--- src/rtl/mem_bus_arbiter_pkg.sv ---
// Shared constants and types for the fetch/data bus arbiter and its wait-state timer.
package mem_bus_arbiter_pkg;

  localparam logic [3:0] MODE_NONE = 4'h0;

  typedef enum logic [1:0] {
    IDLE   = 2'd0,
    ACCESS = 2'd1,
    DONE   = 2'd2
  } arb_state_e;

  typedef enum logic {
    PORT_IF  = 1'b0,
    PORT_MEM = 1'b1
  } port_id_e;

endpackage

--- src/rtl/mem_bus_arbiter_if.sv ---
// Signal bundle between the pipeline IF/MEM ports, the arbiter and the address decoder.
interface mem_bus_arbiter_if;

  logic [3:0]  if_mode;
  logic [31:0] if_addr;
  logic [31:0] if_rdata;
  logic        if_ready;

  logic [3:0]  mem_mode;
  logic [31:0] mem_addr;
  logic [31:0] mem_wdata;
  logic [31:0] mem_rdata;
  logic        mem_ready;

  logic [3:0]  bus_mode;
  logic [31:0] bus_addr;
  logic [31:0] bus_wdata;
  logic [31:0] bus_rdata;

  // The arbiter is the slave of the pipeline ports and drives the decoder side.
  modport slave (
    input  if_mode, if_addr, mem_mode, mem_addr, mem_wdata, bus_rdata,
    output if_rdata, if_ready, mem_rdata, mem_ready, bus_mode, bus_addr, bus_wdata
  );

  modport master (
    output if_mode, if_addr, mem_mode, mem_addr, mem_wdata, bus_rdata,
    input  if_rdata, if_ready, mem_rdata, mem_ready, bus_mode, bus_addr, bus_wdata
  );

endinterface

--- src/rtl/mem_bus_arbiter_wait_timer.sv ---
// Wait-state timer: after a start pulse, done_o rises in the (WAIT_CYCLES+1)-th cycle.
// Shared with the flash and ethernet controllers, so it knows nothing about arbitration.
module bus_wait_timer #(
  parameter int unsigned WAIT_CYCLES = 2
) (
  input  logic clk,
  input  logic rst_n,
  input  logic start_i,
  output logic done_o
);

  localparam logic [3:0] LAST_COUNT = 4'(WAIT_CYCLES);

  logic [3:0] count_q, count_d;
  logic       running_q, running_d;

  // Counter parks at LAST_COUNT once done, so it can never wrap.
  always_comb begin
    count_d   = count_q;
    running_d = running_q;
    if (start_i) begin
      count_d   = '0;
      running_d = 1'b1;
    end else if (running_q) begin
      if (count_q == LAST_COUNT) begin
        running_d = 1'b0;
      end else begin
        count_d = count_q + 4'd1;
      end
    end
  end

  always_ff @(posedge clk) begin
    if (!rst_n) begin
      count_q   <= '0;
      running_q <= 1'b0;
    end else begin
      count_q   <= count_d;
      running_q <= running_d;
    end
  end

  assign done_o = running_q && (count_q == LAST_COUNT);

endmodule

--- src/rtl/mem_bus_arbiter.sv ---
// Round-robin arbiter sharing one decoder bus between instruction fetch and data access,
// with fixed SRAM wait states and a one-cycle ready pulse per completed access.
module mem_bus_arbiter
  import mem_bus_arbiter_pkg::*;
#(
  parameter int unsigned WAIT_CYCLES = 2
) (
  input logic              clk,
  input logic              rst_n,
  mem_bus_arbiter_if.slave bus
);

  arb_state_e  state_q;
  port_id_e    grant_q, last_grant_q, grant_d;
  logic        grant_valid_d;
  logic [3:0]  bus_mode_q;
  logic [31:0] bus_addr_q, bus_wdata_q;
  logic [31:0] if_rdata_q, mem_rdata_q;
  logic        if_ready_q, mem_ready_q;
  logic        if_req, mem_req, timer_start, timer_done;

  assign if_req  = (bus.if_mode != MODE_NONE);
  assign mem_req = (bus.mem_mode != MODE_NONE);

  // Under contention the port that did not win last time is served.
  always_comb begin
    grant_valid_d = if_req || mem_req;
    grant_d       = PORT_IF;
    if (if_req && mem_req) begin
      grant_d = (last_grant_q == PORT_IF) ? PORT_MEM : PORT_IF;
    end else if (mem_req) begin
      grant_d = PORT_MEM;
    end
  end

  assign timer_start = (state_q == IDLE) && grant_valid_d;

  bus_wait_timer #(
    .WAIT_CYCLES(WAIT_CYCLES)
  ) u_wait_timer (
    .clk    (clk),
    .rst_n  (rst_n),
    .start_i(timer_start),
    .done_o (timer_done)
  );

  always_ff @(posedge clk) begin
    if (!rst_n) begin
      state_q      <= IDLE;
      grant_q      <= PORT_IF;
      last_grant_q <= PORT_IF;
      bus_mode_q   <= MODE_NONE;
      bus_addr_q   <= '0;
      bus_wdata_q  <= '0;
      if_rdata_q   <= '0;
      mem_rdata_q  <= '0;
      if_ready_q   <= 1'b0;
      mem_ready_q  <= 1'b0;
    end else begin
      if_ready_q  <= 1'b0;
      mem_ready_q <= 1'b0;
      case (state_q)
        IDLE: begin
          if (grant_valid_d) begin
            state_q      <= ACCESS;
            grant_q      <= grant_d;
            last_grant_q <= grant_d;
            if (grant_d == PORT_MEM) begin
              bus_mode_q  <= bus.mem_mode;
              bus_addr_q  <= bus.mem_addr;
              bus_wdata_q <= bus.mem_wdata;
            end else begin
              bus_mode_q  <= bus.if_mode;
              bus_addr_q  <= bus.if_addr;
              bus_wdata_q <= '0;
            end
          end
        end
        ACCESS: begin
          // Dropping bus_mode in DONE gives the SRAM a WE/OE turnaround cycle.
          if (timer_done) begin
            state_q    <= DONE;
            bus_mode_q <= MODE_NONE;
            if (grant_q == PORT_MEM) begin
              mem_rdata_q <= bus.bus_rdata;
              mem_ready_q <= 1'b1;
            end else begin
              if_rdata_q <= bus.bus_rdata;
              if_ready_q <= 1'b1;
            end
          end
        end
        DONE:    state_q <= IDLE;
        default: state_q <= IDLE;
      endcase
    end
  end

  assign bus.bus_mode  = bus_mode_q;
  assign bus.bus_addr  = bus_addr_q;
  assign bus.bus_wdata = bus_wdata_q;
  assign bus.if_rdata  = if_rdata_q;
  assign bus.if_ready  = if_ready_q;
  assign bus.mem_rdata = mem_rdata_q;
  assign bus.mem_ready = mem_ready_q;

endmodule

--- src/flat_wrapper.sv ---
// flat-port wrapper written by rule: the top's interface ports become plain ports
module mem_bus_arbiter_flat import mem_bus_arbiter_pkg::*;
#(
  parameter int unsigned WAIT_CYCLES = 2
)
  (clk, rst_n, bus_if_mode, bus_if_addr, bus_mem_mode, bus_mem_addr, bus_mem_wdata, bus_bus_rdata, bus_if_rdata, bus_if_ready, bus_mem_rdata, bus_mem_ready, bus_bus_mode, bus_bus_addr, bus_bus_wdata);
  mem_bus_arbiter_if bus_i ();
  input logic clk;
  input logic rst_n;
  input wire logic [$bits(bus_i.if_mode)-1:0] bus_if_mode;
  input wire logic [$bits(bus_i.if_addr)-1:0] bus_if_addr;
  input wire logic [$bits(bus_i.mem_mode)-1:0] bus_mem_mode;
  input wire logic [$bits(bus_i.mem_addr)-1:0] bus_mem_addr;
  input wire logic [$bits(bus_i.mem_wdata)-1:0] bus_mem_wdata;
  input wire logic [$bits(bus_i.bus_rdata)-1:0] bus_bus_rdata;
  output wire logic [$bits(bus_i.if_rdata)-1:0] bus_if_rdata;
  output wire logic [$bits(bus_i.if_ready)-1:0] bus_if_ready;
  output wire logic [$bits(bus_i.mem_rdata)-1:0] bus_mem_rdata;
  output wire logic [$bits(bus_i.mem_ready)-1:0] bus_mem_ready;
  output wire logic [$bits(bus_i.bus_mode)-1:0] bus_bus_mode;
  output wire logic [$bits(bus_i.bus_addr)-1:0] bus_bus_addr;
  output wire logic [$bits(bus_i.bus_wdata)-1:0] bus_bus_wdata;
  assign bus_i.if_mode = bus_if_mode;
  assign bus_i.if_addr = bus_if_addr;
  assign bus_i.mem_mode = bus_mem_mode;
  assign bus_i.mem_addr = bus_mem_addr;
  assign bus_i.mem_wdata = bus_mem_wdata;
  assign bus_i.bus_rdata = bus_bus_rdata;
  assign bus_if_rdata = bus_i.if_rdata;
  assign bus_if_ready = bus_i.if_ready;
  assign bus_mem_rdata = bus_i.mem_rdata;
  assign bus_mem_ready = bus_i.mem_ready;
  assign bus_bus_mode = bus_i.bus_mode;
  assign bus_bus_addr = bus_i.bus_addr;
  assign bus_bus_wdata = bus_i.bus_wdata;
  mem_bus_arbiter #(.WAIT_CYCLES(WAIT_CYCLES)) u_core (.clk(clk), .rst_n(rst_n), .bus(bus_i));
endmodule
--- config.mk ---
export PLATFORM = sky130hd
export DESIGN_NAME = mem_bus_arbiter_flat
export DESIGN_NICKNAME = d
export VERILOG_FILES = /design/src/rtl/mem_bus_arbiter_pkg.sv /design/src/rtl/mem_bus_arbiter_if.sv /design/src/rtl/mem_bus_arbiter_wait_timer.sv /design/src/rtl/mem_bus_arbiter.sv /design/src/flat_wrapper.sv
export SDC_FILE = /design/constraint.sdc
export NUM_CORES = 1
export LEC_CHECK = 0
export ABC_AREA = 1
export CAP_MARGIN = 20
export CELL_PAD_IN_SITES_DETAIL_PLACEMENT = 0
export CELL_PAD_IN_SITES_GLOBAL_PLACEMENT = 1
export CORE_AREA = 2 2 146 148
export CTS_CLUSTER_SIZE = 20
export DETAILED_ROUTE_END_ITERATION = 10
export DIE_AREA = 0 0 148 150
export HOLD_SLACK_MARGIN = 0.08
export PLACE_DENSITY_LB_ADDON = 0.1
export SYNTH_ARGS = -nofsm -noshare
export SYNTH_HDL_FRONTEND = slang
export SYNTH_HIERARCHICAL = 1
export SYNTH_SLANG_ARGS = --single-unit
--- constraint.sdc ---
create_clock -name clk -period 1.7 [get_ports clk]
set_input_delay 0.255 -clock clk [delete_from_list [all_inputs] [get_ports clk]]
set_output_delay 0.255 -clock clk [all_outputs]
set_load 0.02 [all_outputs]
==> results.cfg <==
[floorplan]
die_y_um = 150
die_w_um = 148
fp-row-count = 53
ioPinCount = 272
coreArea_um2 = 20700
initial_core_util = 0.264
die-area_um2 = 22200

[clock_network]
cts_buffers = 17
cts.clk_slew.worst_paths_ps = 60
hold_buffers = 0
cts.path.max_buffers = 2
cts_max_level = 4
cts.sinks = 142
cts_tree = built
insertion_delay_ps = 420
cts_root_buf = clkbuf_16

[setup_path]
slowest_stage = clkdlybuf4s50_1
crit_path_max_incr_delay_ps = 630
crit_required_ps = 1440
criticalPathCategory = flop to primary output
cp_data_arrival_time_ps = 1390
path_buf_inv = 1
crit_chain = clkdlybuf4s50_1
crit_family = buffers and inverters
critPathCaptureType = primary output
path_max_fanout = 2
start_kind = flop

[cells_and_area]
design_area_um2 = 9370
final_cell_mix = clkdlybuf4s50_1, nor2_1, dfxtp_1
antennaDiodeCount = 0
layout_commonest_cell = clkdlybuf4s50_1
area.sequential_um2 = 2840
drive_gt1_frac = 0.0938
nFillCells = 2150
syn2layout_area_growth_pct = 71.4
nNetsFinal = 1151
post-route-util = 0.453
stdcell_count = 1298
multi_input_comb_area_um2 = 2310

[global_route]
antenna_found_initial = 0
first_global_vias = 5432
grt_max_degree = 48
grt_use_total = 0.166
grt_pass1_wl_mm = 28.8
grt-ovfl-total = 0

[route]
post-route-drc-count = 0
drtIter0Drc = 192
avgViaCountPerCell = 4.35
drt_wl_total_mm = 19.1
firstDrtPassIters = 6
wl_per_cell_um = 14.7
vias = 5644
ant_nets = 0

[synth]
postSynthCellCount = 727
synthesis.area_um2 = 5470
yosysWarnings = 6
ys_ff_latch = 142
syn-num-nets = 867
ys_seq_area_frac = 0.520
postSynthAreaPerCell_um2 = 7.52
synth_cell_types = 21

[sta]
rsz0062_at_grt = no
min_period_over_period = 0.967
slew_viol_final = 0
hold_viol = 0
tightest_slew_ps = 340
period_needed_ps = 1640
max-slew-margin-rel = 0.774
setup-violations-final = 0
setup_ws_ps = 56.6
skew_ps = 10.0
fmaxAchievable_mhz = 609

[place]
dp_cells = 1264
post-place-ws_ps = -179
gp_congestion = 0.754
hpwl_mm = 13.4
placed_area_um2 = 8650
io_buffers = 271

[pwr]
ir_worst_vdd_v = 0.000625
leakage_nw = 3.73
cellPowerDensity_nw_per_um2 = 970
power_w = 0.00909

[run_status]
status = completed

[flow_run]
cap_violations = 0

[hold_path]
hold_path.class = input pin to flop
## final cells by class
type / count / area share
inverters: 12 / 0.00507
multi-input cells: 522 / 0.247
clock inverters: 13 / 0.0187
clock buffers: 18 / 0.0469
flip-flops and latches: 142 / 0.303
well taps: 275 / 0.0367
repair buffers: 316 / 0.342
## routing by layer
layer  track usage  vias up  routed length [µm]
met2         0.253      190                8470
met5             0        -                   0
met4        0.0600        0                 312
met1         0.210     2497                8680
li1              -     2937                   -
met3        0.0692       20                1600
## power breakdown
part | leakage (nW) | internal [W] | switching [W]
registers | 1.16 | 0.00349 | 0.0000851
clock network | 0.295 | 0.00238 | 0.00155
logic | 2.28 | 0.000797 | 0.000784
## kinds of logic after synthesis
group / synth area share
buf+inv: 0.0606
simple gates: 0.258
fa+ha+maj: 0.00458
flops: 0.520
compound gates: 0.157
## flip-flops by register name, indices dropped and copies added, names as in the netlist
register,count
u_core/state_q,2
u_core/u_wait_timer/running_q,1
u_core/bus.mem_rdata,32
u_core/bus.bus_wdata,32
u_core/bus.bus_addr,32
u_core/bus.if_ready,1
u_core/last_grant_q,1
u_core/u_wait_timer/count_q,4
u_core/bus.mem_ready,1
u_core/bus.bus_mode,4
u_core/bus.if_rdata,32
## cells in the mapped netlist (all sizes together)
master,instances,area (µm²)
inv,12,45.0
nand2,122,473
a21o,1,8.76
nand3b,2,15.0
clkbuf,23,86.3
nor2,182,706
a21oi,73,365
nand3,43,215
dfxtp,142,2840
buf,28,200
o21ai,97,485
ha,2,25.0
## final timing paths
| kind | from | end | slack, ps | cells after the start |
|---|---|---|---|---|
| min | rst_n | u_core/bus.bus_addr[3]$_SDFFE_PN0P_ | 240 | 3 |
| max reg2reg | u_core/u_wait_timer/count_q[0]$_SDFFE_PP0P_ | u_core/bus.mem_rdata[7]$_SDFFE_PN0P_ | 160 | 9 |
| min reg2reg | u_core/bus.bus_wdata[19]$_SDFFE_PN0P_ | u_core/bus.bus_wdata[19]$_SDFFE_PN0P_ | 460 | 2 |
| max | u_core/bus.mem_rdata[9]$_SDFFE_PN0P_ | bus_mem_rdata[9] | 60 | 1 |
## repair_timing
item                       4_1_cts  5_1_grt
gates resized for setup          6       23
pin swaps                        0        0
setup endpoints to repair       16       38
buffers inserted                 0        1
gates cloned                     0        2
## per-stage QoR
| step | hold WS [ps] | TNS (ps) |
|---|---|---|
| floorplan | 390 | 0 |
| detailed placement | 457 | -7430 |
| CTS | 219 | 0 |
| global placement | 453 | -4970 |
| global route | 239 | 0 |
| finish | 235 | 0 |
(Power assumes the default switching activity.)
